$ cat config.mk
export PLATFORM = sky130hd
export DESIGN_NAME = agc_tune_ctrl
export DESIGN_NICKNAME = d
export VERILOG_FILES = /design/src/rtl/agc_tune_ctrl.sv
export SDC_FILE = /design/constraint.sdc
export NUM_CORES = 1
export LEC_CHECK = 0
export ABC_AREA = 1
export CAP_MARGIN = 40
export CORE_UTILIZATION = 30
export CTS_CLUSTER_DIAMETER = 150
export DETAILED_ROUTE_END_ITERATION = 8
export MAX_ROUTING_LAYER = met4
export SLEW_MARGIN = 0
export SYNTH_ARGS = -nofsm -noshare
export SYNTH_HDL_FRONTEND = slang
export SYNTH_SLANG_ARGS = --single-unit
$ cat constraint.sdc
create_clock -name clk -period 1.7 [get_ports clk]
set_input_delay 0.34 -clock clk [delete_from_list [all_inputs] [get_ports clk]]
set_output_delay 0.34 -clock clk [all_outputs]
set_load 0.02 [all_outputs]
$ cat src/rtl/agc_tune_ctrl.sv
// agc_tune_ctrl: NCO retune sequencer with optional automatic IF gain control.
// A change of the SPI phase increment reloads the NCO, mutes audio and holds
// off for SETTLE_CYCLES clocks. After that the block is locked.
// Define AGC_TUNE_CTRL_AGC_EN to build the AGC. The AGC averages env_in over
// windows of 2^WIN_LOG2 samples and steps the gain between 0 and 3.
// Without the macro, gain_out is simply gain_spi delayed by one clock.
module agc_tune_ctrl #(
  parameter int unsigned SETTLE_CYCLES = 1024,
  parameter int unsigned WIN_LOG2      = 8,
  parameter logic [7:0]  HI_THRESH     = 8'd192,
  parameter logic [7:0]  LO_THRESH     = 8'd32
) (
  input  logic        clk,
  input  logic        RSTb,
  input  logic [15:0] phase_inc_spi,
  input  logic [1:0]  gain_spi,
  input  logic [7:0]  env_in,
  output logic [15:0] phase_inc_out,
  output logic [1:0]  gain_out,
  output logic        mute,
  output logic        locked
);

  // Last settle count value: the SETTLE state occupies exactly SETTLE_CYCLES clocks.
  localparam logic [15:0] SETTLE_LAST = 16'(SETTLE_CYCLES - 32'd1);

`ifdef AGC_TUNE_CTRL_AGC_EN
  localparam int unsigned AW = 8 + WIN_LOG2;
  localparam logic [WIN_LOG2-1:0] WIN_ONE = WIN_LOG2'(1'b1);
  typedef enum logic [1:0] {
    ST_SETTLE  = 2'd0,
    ST_MEASURE = 2'd1,
    ST_ADJUST  = 2'd2
  } state_t;
  localparam state_t ST_LOCKED = ST_MEASURE;
`else
  typedef enum logic [0:0] {
    ST_SETTLE = 1'b0,
    ST_RUN    = 1'b1
  } state_t;
  localparam state_t ST_LOCKED = ST_RUN;
`endif

  state_t      state_q, state_d;
  logic [15:0] phase_inc_q, phase_inc_d;
  logic [15:0] settle_cnt_q, settle_cnt_d;
  logic [1:0]  gain_q, gain_d;
  logic        mute_q, mute_d;
  logic        locked_q, locked_d;
  logic        retune_s;
  logic        settle_done_s;

`ifdef AGC_TUNE_CTRL_AGC_EN
  logic [1:0]          gain_spi_q, gain_spi_d;
  logic [AW-1:0]       acc_q, acc_d;
  logic [WIN_LOG2-1:0] win_cnt_q, win_cnt_d;
  logic                gain_chg_s;
  logic [7:0]          avg_s;
  logic [AW-1:0]       env_ext_s;

  assign gain_chg_s = (gain_spi != gain_spi_q);
  // The window holds exactly 2^WIN_LOG2 samples, so the top 8 bits are the mean.
  assign avg_s      = acc_q[AW-1:WIN_LOG2];
  assign env_ext_s  = {{WIN_LOG2{1'b0}}, env_in};
`else
  logic unused_s;
  assign unused_s = ^{env_in, HI_THRESH, LO_THRESH, (WIN_LOG2 == 32'd0)};
`endif

  assign retune_s      = (phase_inc_spi != phase_inc_q);
  assign settle_done_s = (settle_cnt_q == SETTLE_LAST);

  // Next-state logic; priority is retune, then SPI gain change, then normal progression.
  always_comb begin
    state_d      = state_q;
    phase_inc_d  = phase_inc_q;
    settle_cnt_d = settle_cnt_q;
    gain_d       = gain_q;
`ifdef AGC_TUNE_CTRL_AGC_EN
    gain_spi_d   = gain_spi_q;
    acc_d        = acc_q;
    win_cnt_d    = win_cnt_q;
`else
    gain_d       = gain_spi;
`endif
    if (retune_s) begin
      phase_inc_d  = phase_inc_spi;
      state_d      = ST_SETTLE;
      settle_cnt_d = 16'd0;
`ifdef AGC_TUNE_CTRL_AGC_EN
      // The SPI gain change is consumed but not applied; the gain stays put.
      gain_spi_d   = gain_spi;
      acc_d        = {AW{1'b0}};
      win_cnt_d    = {WIN_LOG2{1'b0}};
`endif
    end
`ifdef AGC_TUNE_CTRL_AGC_EN
    else if (gain_chg_s) begin
      gain_spi_d = gain_spi;
      gain_d     = gain_spi;
      if (state_q == ST_SETTLE) begin
        // A gain write must not disturb the settle hold-off.
        if (settle_done_s) begin
          state_d      = ST_MEASURE;
          settle_cnt_d = 16'd0;
        end else begin
          settle_cnt_d = settle_cnt_q + 16'd1;
        end
      end else begin
        state_d   = ST_MEASURE;
        acc_d     = {AW{1'b0}};
        win_cnt_d = {WIN_LOG2{1'b0}};
      end
    end
`endif
    else begin
      case (state_q)
        ST_SETTLE: begin
          if (settle_done_s) begin
            state_d      = ST_LOCKED;
            settle_cnt_d = 16'd0;
          end else begin
            settle_cnt_d = settle_cnt_q + 16'd1;
          end
        end
`ifdef AGC_TUNE_CTRL_AGC_EN
        ST_MEASURE: begin
          acc_d     = acc_q + env_ext_s;
          win_cnt_d = win_cnt_q + WIN_ONE;
          if (&win_cnt_q) begin
            state_d = ST_ADJUST;
          end else begin
            state_d = ST_MEASURE;
          end
        end
        ST_ADJUST: begin
          if ((avg_s > HI_THRESH) && (gain_q > 2'd0)) begin
            gain_d = gain_q - 2'd1;
          end else if ((avg_s < LO_THRESH) && (gain_q < 2'd3)) begin
            gain_d = gain_q + 2'd1;
          end else begin
            gain_d = gain_q;
          end
          acc_d     = {AW{1'b0}};
          win_cnt_d = {WIN_LOG2{1'b0}};
          state_d   = ST_MEASURE;
        end
`else
        ST_RUN: begin
          state_d = ST_RUN;
        end
`endif
        default: begin
          state_d      = ST_SETTLE;
          settle_cnt_d = 16'd0;
        end
      endcase
    end
    // Status outputs follow the state being entered, so they are valid with it.
    if (state_d == ST_SETTLE) begin
      mute_d   = 1'b1;
      locked_d = 1'b0;
    end else begin
      mute_d   = 1'b0;
      locked_d = 1'b1;
    end
  end

  // State and output registers with synchronous active-low reset.
  always_ff @(posedge clk) begin
    if (!RSTb) begin
      state_q      <= ST_SETTLE;
      phase_inc_q  <= 16'h0000;
      settle_cnt_q <= 16'd0;
      gain_q       <= 2'b00;
      mute_q       <= 1'b1;
      locked_q     <= 1'b0;
`ifdef AGC_TUNE_CTRL_AGC_EN
      gain_spi_q   <= 2'b00;
      acc_q        <= {AW{1'b0}};
      win_cnt_q    <= {WIN_LOG2{1'b0}};
`endif
    end else begin
      state_q      <= state_d;
      phase_inc_q  <= phase_inc_d;
      settle_cnt_q <= settle_cnt_d;
      gain_q       <= gain_d;
      mute_q       <= mute_d;
      locked_q     <= locked_d;
`ifdef AGC_TUNE_CTRL_AGC_EN
      gain_spi_q   <= gain_spi_d;
      acc_q        <= acc_d;
      win_cnt_q    <= win_cnt_d;
`endif
    end
  end

  assign phase_inc_out = phase_inc_q;
  assign gain_out      = gain_q;
  assign mute          = mute_q;
  assign locked        = locked_q;

endmodule

# Word-level counts from Yosys, hierarchy flattened
# Index checks and enable logic that the tools add are counted.
# classes
n_reduce_logical	1
n_mux	6
n_addsub	1
eq_ne	2
bitwise	2
# ops
cell	n
adder 16 x 1 -> 16 bit (second input constant)	1
equality test 16 x 10 -> 1 bit (second input constant)	1
2-to-1 mux 16 bit	1
!= test 16 bit	1
2-to-1 mux 1 bit	4
NOT 1 bit	2
case mux 1 bit (2 select lines)	1
OR reduction 2 bit	1
# totals
inputBits	28
word_cells	18
register_bits	37
output_inout_bits	20

# Depth between registers and ports, before layout
# Gate-level depths: netlist of the first run.
# logic_depth
ltp_word	5
ltp_mapped	10
ltp_nobuf	10

# Least setup slack after synthesis of the first run
# No wires, ideal clock.
# synth_path
path_type	register to register
startpoint	register phase_inc_q[2], in the netlist phase_inc_out[2]
endpoint	register mute_q, in the netlist mute
setup_slack_ns	0.398
t_arrival_ns	1.192
t_required_ns	1.589
synth_period_minus_slack_ns	1.302
setup_ns	0.111
stages_incl_launch_ff	10
path_cell_list	dfxtp_1 -> inv_1 -> nand2_1 -> nand2_1 -> nor2_1 -> nand2_1 -> nor2_4 -> nand3_2 -> nor2_2 -> inv_2
# synth_via
elab_chain_len	3
# synth_rtl
element	line_no	text
from (decl)	45	logic [15:0] phase_inc_q, phase_inc_d;
from (signal assigned)	185	phase_inc_q <= phase_inc_d;
!= test 16 bit	70	assign retune_s = (phase_inc_spi != phase_inc_q);
2-to-1 mux 1 bit	86	if (retune_s) begin
2-to-1 mux 1 bit	160	if (state_d == ST_SETTLE) begin
to (signal assigned)	188	mute_q <= mute_d;
to (decl)	48	logic mute_q, mute_d;
# Every way passes these cells.
# A chain may end at the register's enable or synchronous reset.

# Worst setup path in the final report of the first run
# layout_path
startpoint	register phase_inc_q[7], in the netlist phase_inc_out[7]
endpoint	output port phase_inc_out[7]
# layout_rtl
element	line_no	text
to (decl)	18	output logic [15:0] phase_inc_out,
# No word-level cell between the ends.

==> results of run 1 <==
routing by layer:
layer  GRT usage [%]  share of wire, %  wire [µm]  vias up
li1                -                 -          -      901
met1            16.3                49       1770      685
met2            20.6                43       1560       35
met3            3.68               5.1        185        6
met4            7.09               2.6         93        0
met5               -                 0          0        -
cells in the final DEF, fill, tap and decap left out, drive strengths merged:
master	netlist	routed
nand3	17	17
clkbuf	2	6
buf	1	7
nand3b	1	1
a21oi	3	3
o21ai	1	1
nand4	7	7
clkdlybuf4s50	0	39
o21bai	1	1
nor2	50	50
inv	59	59
xor2	12	12
nand2	82	82
ha	1	1
clkinv	0	2
dfxtp	36	36
through the flow:
stage	worst slack [ns]	hold slack [ns]	utilization, %	setup TNS [ns]	cells
after global routing	0.00677	0.522	42.8	0	396
final	0.0954	0.487	42.8	0	396
after global placement	-0.0936	0.471	41.1	-1.01	388
after detailed placement	-0.140	0.481	41.1	-1.54	388
after floorplan	0.398	0.433	-	0	273
after CTS	0.0729	0.492	42.8	0	396
how the worst max path moves through the flow:
stage,cells after the start,to,startpoint,slack [ns]
6_report,1,phase_inc_out[7],phase_inc_out[7]$_SDFFE_PN0P_,0.1
2_1_floorplan,9,mute$_SDFF_PN1_,phase_inc_out[2]$_SDFFE_PN0P_,0.40
3_3_place_gp,9,settle_cnt_q[12]$_SDFFE_PP0N_,phase_inc_spi[10],-0.09
5_1_grt,8,settle_cnt_q[13]$_SDFFE_PP0N_,settle_cnt_q[0]$_SDFFE_PP0N_,0.007
4_1_cts,1,phase_inc_out[9],phase_inc_out[9]$_SDFFE_PN0P_,0.07
3_5_place_dp,9,settle_cnt_q[12]$_SDFFE_PP0N_,phase_inc_spi[2],-0.14
logic make-up (layout without fill, tap and decap cells):
logic type / Yosys count / after routing
and+or+nand+nor: 157 / 157
buffers and inverters: 62 / 113
DFF: 36 / 36
xor gates and xnor gates: 12 / 12
AOI/OAI and AO/OA: 5 / 5
adders and majority gates: 1 / 1
worst reg2reg max path: cells and delay by family, from the launching register on:
| kind | cells | cell delay (ns) |
|---|---|---|
| flip-flops | 1 | 0.38 |
| AND/OR/NAND/NOR | 6 | 0.71 |
| adder cells (fa/ha/maj) | 1 | 0.19 |
| buffers and inverters | 1 | 0.12 |
state kept, by name, summed over array words and instances (netlist names):
signal,cells
state_q,1
gain_out,2
settle_cnt_q,16
phase_inc_out,16
mute,1
Yosys cell counts, drive strengths merged, types with 2 or more instances:
library cell,count
a21oi,3
clkbuf,2
dfxtp,36
inv,59
nand2,82
nand3,17
nand4,7
nor2,50
xor2,12
power groups by stage:
stage               clock, µW  sequential [µW]  combinational [µW]
global route              684              883                 231
floorplan                   0              927                65.1
finish                    629              880                 209
global placement            0              900                 209
CTS                       659              881                 212
detailed placement          0              900                 211
area by class of cell:
class / count / share of cell area, %
sequential: 36 / 29.9
multi-input combinational: 175 / 34.5
inverter: 59 / 9.18
clock buffer: 6 / 3.42
clock inverter: 2 / 0.415
tap: 72 / 3.73
timing repair buffer: 46 / 18.9
==> results.yml, run 1 <==
placement:
  io_buffers: 39
  dp_hpwl_um: 2750
  placed_area_um2: 2320
  gp_congestion: 0.761
floorplan:
  fp.dieW_um: 79.3
  io_pins: 48
  rows: 27
  core-area_um2: 5640
  die_height_um: 79.3
  start_util_pct: 31.8
  fp.dieArea_um2: 6290
clock_network:
  cts.repair.resized: 0
  cts.sinks: 36
  htree_levels: 2
  clk_pin_slew_ns: 0.07
  insertion_delay_ns: 0.29
  clockBufferDepth: 2
  ctsRootBufferMaster: "clkbuf_8"
  cts_hold_buf: 0
  postCtsSetupRepairBufs: 0
  cts_buffers: 5
  cts_tree: "built"
synth:
  synthFlopType: "dfxtp_1"
  netlist_area_um2: 1790
  syn_inst: 273
  syn_area_per_cell_um2: 6.57
  synth_top_family_by_area: "simple AND/OR/NAND/NOR gates"
  post_synth_mux_area_share_pct: 0
  synth_top_cell_area_share_pct: 40.2
  yosys.area_share.adder_pct: 0.698
  synth-warning-count: 0
  async_reset_ff_share_pct: 0
  synth.area.top_cells: "dfxtp_1, nand2_1, inv_1"
  yosysTopAreaCell: "dfxtp_1"
  synth.net_count: 302
  synthSimpleGateAreaFrac_pct: 38.3
  synth-seq-area-share_pct: 40.2
  synth_cell_types: 20
  synth-compound-area-share_pct: 1.54
  ys_ff_latch: 36
  synth_xor_area_share_pct: 5.86
  synth-edff-count: 0
cells_and_area:
  fin_area_um2: 2410
  fillers: 609
  final_nets: 352
  area_growth_pct: 34.5
  regArea_um2: 721
  drive_gt1_share_pct: 8.64
  multi_input_area_um2: 832
  diodes: 0
global_route:
  grt_pass1_vias: 1519
  gr-total-overflow: 0
  antenna_found_initial: 0
  grt_use_total_pct: 13.5
  grt_max_degree: 15
  grt_pass1_wl_um: 6340
drt:
  wire_per_inst_um: 9.12
  dr.first_iter.drc_count: 61
  viasPerCell: 4.11
  drc: 0
  ant_nets: 0
  totalWireLength_um: 3610
  via_count: 1627
  first_pass_iters: 4
worst_hold_path:
  min-delay-start: "settle_cnt_q[1]$_SDFFE_PP0N_"
  worstHoldPathType: "flop to flop"
  hold_depth: 2
  whs_endpoint: "settle_cnt_q[1]$_SDFFE_PP0N_"
run:
  maxCapViolations: 0
worst_setup_path:
  r2r_start: "settle_cnt_q[0]$_SDFFE_PP0N_"
  cp_slowest_cell: "clkdlybuf4s50_1"
  cp.required_ns: 1.36
  startpoint_type: "flop"
  worstPathMaxFanout: 3
  cp_top_family: "buffers and inverters"
  path_class: "flop to output port"
  crit_buf_inv: 1
  timing.rr.end: "settle_cnt_q[6]$_SDFFE_PP0N_"
  arrival_ns: 1.26
  rr_worst_depth: 8
  rrSetupSlack_ns: 0.20
  max_stage_delay_ns: 0.62
  path_cells: "clkdlybuf4s50_1"
  crit_path_end_kind: "output port"
sta:
  fmax_mhz: 623
  rsz0062_at_grt: "no"
  fin_skew_ns: 0.00767
  finalCritPeriodShare_pct: 94.4
  worst_pin_slew_ns: 0.280
  setup_viol: 0
  slew_violations: 0
  hold_viol: 0
  fin_crit_ns: 1.60
  maxSlewHeadroom_pct: 81.2
power:
  p_leak_uw: 0.00121
  p_seq_share_pct: 51.2
  p_clk_share_pct: 36.6
  p_sw_uw: 419
  switching_share_pct: 24.4
  total_power_uw: 1720
  vdd_drop_max_v: 0.000497
  power_density_nw_per_um2: 713
  combPwrFrac_pct: 12.2
  intPower_uw: 1300
outcome:
  status: "finished, final reports clean"
No activity file was read; power rests on OpenSTA's default activity.
==> run 2: changes to the inputs <==
- GPL_TIMING_DRIVEN: unset -> 0
==> run 2 against run 1 <==
Effect of this change: setup slack lost 0.0059 ns; flip-flop and latch count did not move; total power is 6.7% higher; largest power group unchanged; register-to-register slack about the same; clock power grew 19%; largest cell class unchanged.
==> results.yml, run 2 (synthesized netlist as in run 1, its figures left out) <==
power:
  power_density_nw_per_um2: 769
  vdd_drop_max_v: 0.000550
  p_leak_uw: 0.00118
floorplan:
  core-area_um2: 5640
  fp.dieW_um: 79.3
  rows: 27
  start_util_pct: 31.8
  io_pins: 48
  fp.dieArea_um2: 6290
  die_height_um: 79.3
worst_setup_path:
  startpoint_type: "flop"
  endpoint: "phase_inc_out[9]"
  rr_worst_depth: 8
  worstPathMaxFanout: 3
  cp_slowest_cell: "clkdlybuf4s50_1"
  path_class: "flop to output port"
  timing.rr.end: "settle_cnt_q[6]$_SDFFE_PP0N_"
  crit_path_end_kind: "output port"
  path_cells: "clkdlybuf4s50_1"
  crit_start: "phase_inc_out[9]$_SDFFE_PN0P_"
  cp.required_ns: 1.36
  crit_buf_inv: 1
  cp_top_family: "buffers and inverters"
  r2r_start: "settle_cnt_q[0]$_SDFFE_PP0N_"
  cp.depth: 1
  rrSetupSlack_ns: 0.21
  arrival_ns: 1.27
  max_stage_delay_ns: 0.62
cells_and_area:
  final_common_cell: "nand2_1"
  final_nets: 348
  drive_gt1_share_pct: 6.88
  stdcell_count: 392
  final_cell_mix: "nand2_1, inv_1, nor2_1, clkdlybuf4s50_1, dfxtp_1"
  diodes: 0
  area_growth_pct: 33.0
  fin_area_um2: 2380
sta:
  maxSlewHeadroom_pct: 69.3
  rsz0062_at_grt: "no"
  fin_crit_ns: 1.61
  hold_viol: 0
  finalCritPeriodShare_pct: 94.7
  setup_viol: 0
  slew_violations: 0
  finalWorstSetupSlack_ns: 0.0895
  fin_skew_ns: 0.00928
  worst_pin_slew_ns: 0.460
  fmax_mhz: 621
outcome:
  status: "finished, final reports clean"
clock_network:
  postCtsSetupRepairBufs: 0
  ctsRootBufferMaster: "clkbuf_8"
  insertion_delay_ns: 0.29
  cts_buffers: 5
  clk_pin_slew_ns: 0.08
  cts.sinks: 36
  clockBufferDepth: 2
  cts_hold_buf: 0
  cts.repair.resized: 0
  cts_tree: "built"
  htree_levels: 2
drt:
  viasPerCell: 4.12
  via_count: 1616
  wire_per_inst_um: 8.88
  ant_nets: 0
  totalWireLength_um: 3480
  first_pass_iters: 4
  dr.first_iter.drc_count: 74
  drc: 0
placement:
  dpl_worst_slack_ns: -0.165
  place_inst: 384
  io_buffers: 39
  placed_area_um2: 2270
  dp_hpwl_um: 2660
  gp_congestion: 0.800
worst_hold_path:
  worstHoldPathType: "flop to flop"
global_route:
  grt_pass1_wl_um: 6200
  gr-total-overflow: 0
  antenna_found_initial: 0
  grt_use_total_pct: 13.1
  grt_pass1_vias: 1474
  grt_max_degree: 13
run:
  maxCapViolations: 0
==> run 2: cell types whose count changed in the layout (fill, tap and decap cells not counted), sizes merged <==
cell / before / now
buf: 7 / 1
bufinv: 0 / 1
clkbuf: 6 / 7
clkinvlp: 0 / 1
clkinv: 2 / 1
==> run 2: area by class of cell <==
class / count / area, µm²
clock inverters: 3 / 42.5
fillers: 597 / 3260
multi-input cells: 175 / 832
repair buffers: 39 / 390
clock buffers: 5 / 68.8
well taps: 72 / 90.1
inverters: 59 / 221
plain buffers: 3 / 18.8
flip-flops and latches: 36 / 721
==> run 2: worst reg2reg max path, delay by kind of cell (launching register included) <==
family        cells  cell delay (ns)
simple gates      6             0.69
fa+ha+maj         1             0.18
buf+inv           1             0.12
flops             1             0.38
==> run 2: how the worst min path moves through the flow <==
| stage | startpoint | end | cells after the start |
|---|---|---|---|
| final | settle_cnt_q[1]$_SDFFE_PP0N_ | settle_cnt_q[1]$_SDFFE_PP0N_ | 2 |
| after detailed placement | settle_cnt_q[1]$_SDFFE_PP0N_ | settle_cnt_q[1]$_SDFFE_PP0N_ | 2 |
| after floorplan | phase_inc_spi[0] | phase_inc_out[0]$_SDFFE_PN0P_ | 2 |
| after CTS | settle_cnt_q[1]$_SDFFE_PP0N_ | settle_cnt_q[1]$_SDFFE_PP0N_ | 2 |
| after global routing | settle_cnt_q[1]$_SDFFE_PP0N_ | settle_cnt_q[1]$_SDFFE_PP0N_ | 2 |
| after global placement | settle_cnt_q[1]$_SDFFE_PP0N_ | settle_cnt_q[1]$_SDFFE_PP0N_ | 2 |
==> run 2: through the flow <==
stage / setup TNS (ns) / util [%] / hold WS [ns] / power, µW
final: 0 / 42.3 / 0.487 / 1830
after global routing: 0 / 42.3 / 0.524 / 1930
after CTS: 0 / 42.3 / 0.488 / 1870
after detailed placement: -1.63 / 40.3 / 0.476 / 1100
after global placement: -1.55 / 40.3 / 0.471 / 1100
after floorplan: 0 / - / 0.433 / 993
==> run 2: routing by layer <==
metal | up-vias | routed length (µm) | GRT usage, %
li1 | 894 | - | -
met1 | 682 | 1730 | 15.4
met2 | 33 | 1530 | 20.3
met3 | 7 | 155 | 3.91
met4 | 0 | 60 | 6.18
met5 | - | 0 | -
==> run 2: power by group <==
part | internal (µW) | leakage (µW) | switching, µW
Clock | 434 | 0.0000541 | 317
Combinational | 105 | 0.000834 | 97.5
Sequential | 866 | 0.000295 | 14.6
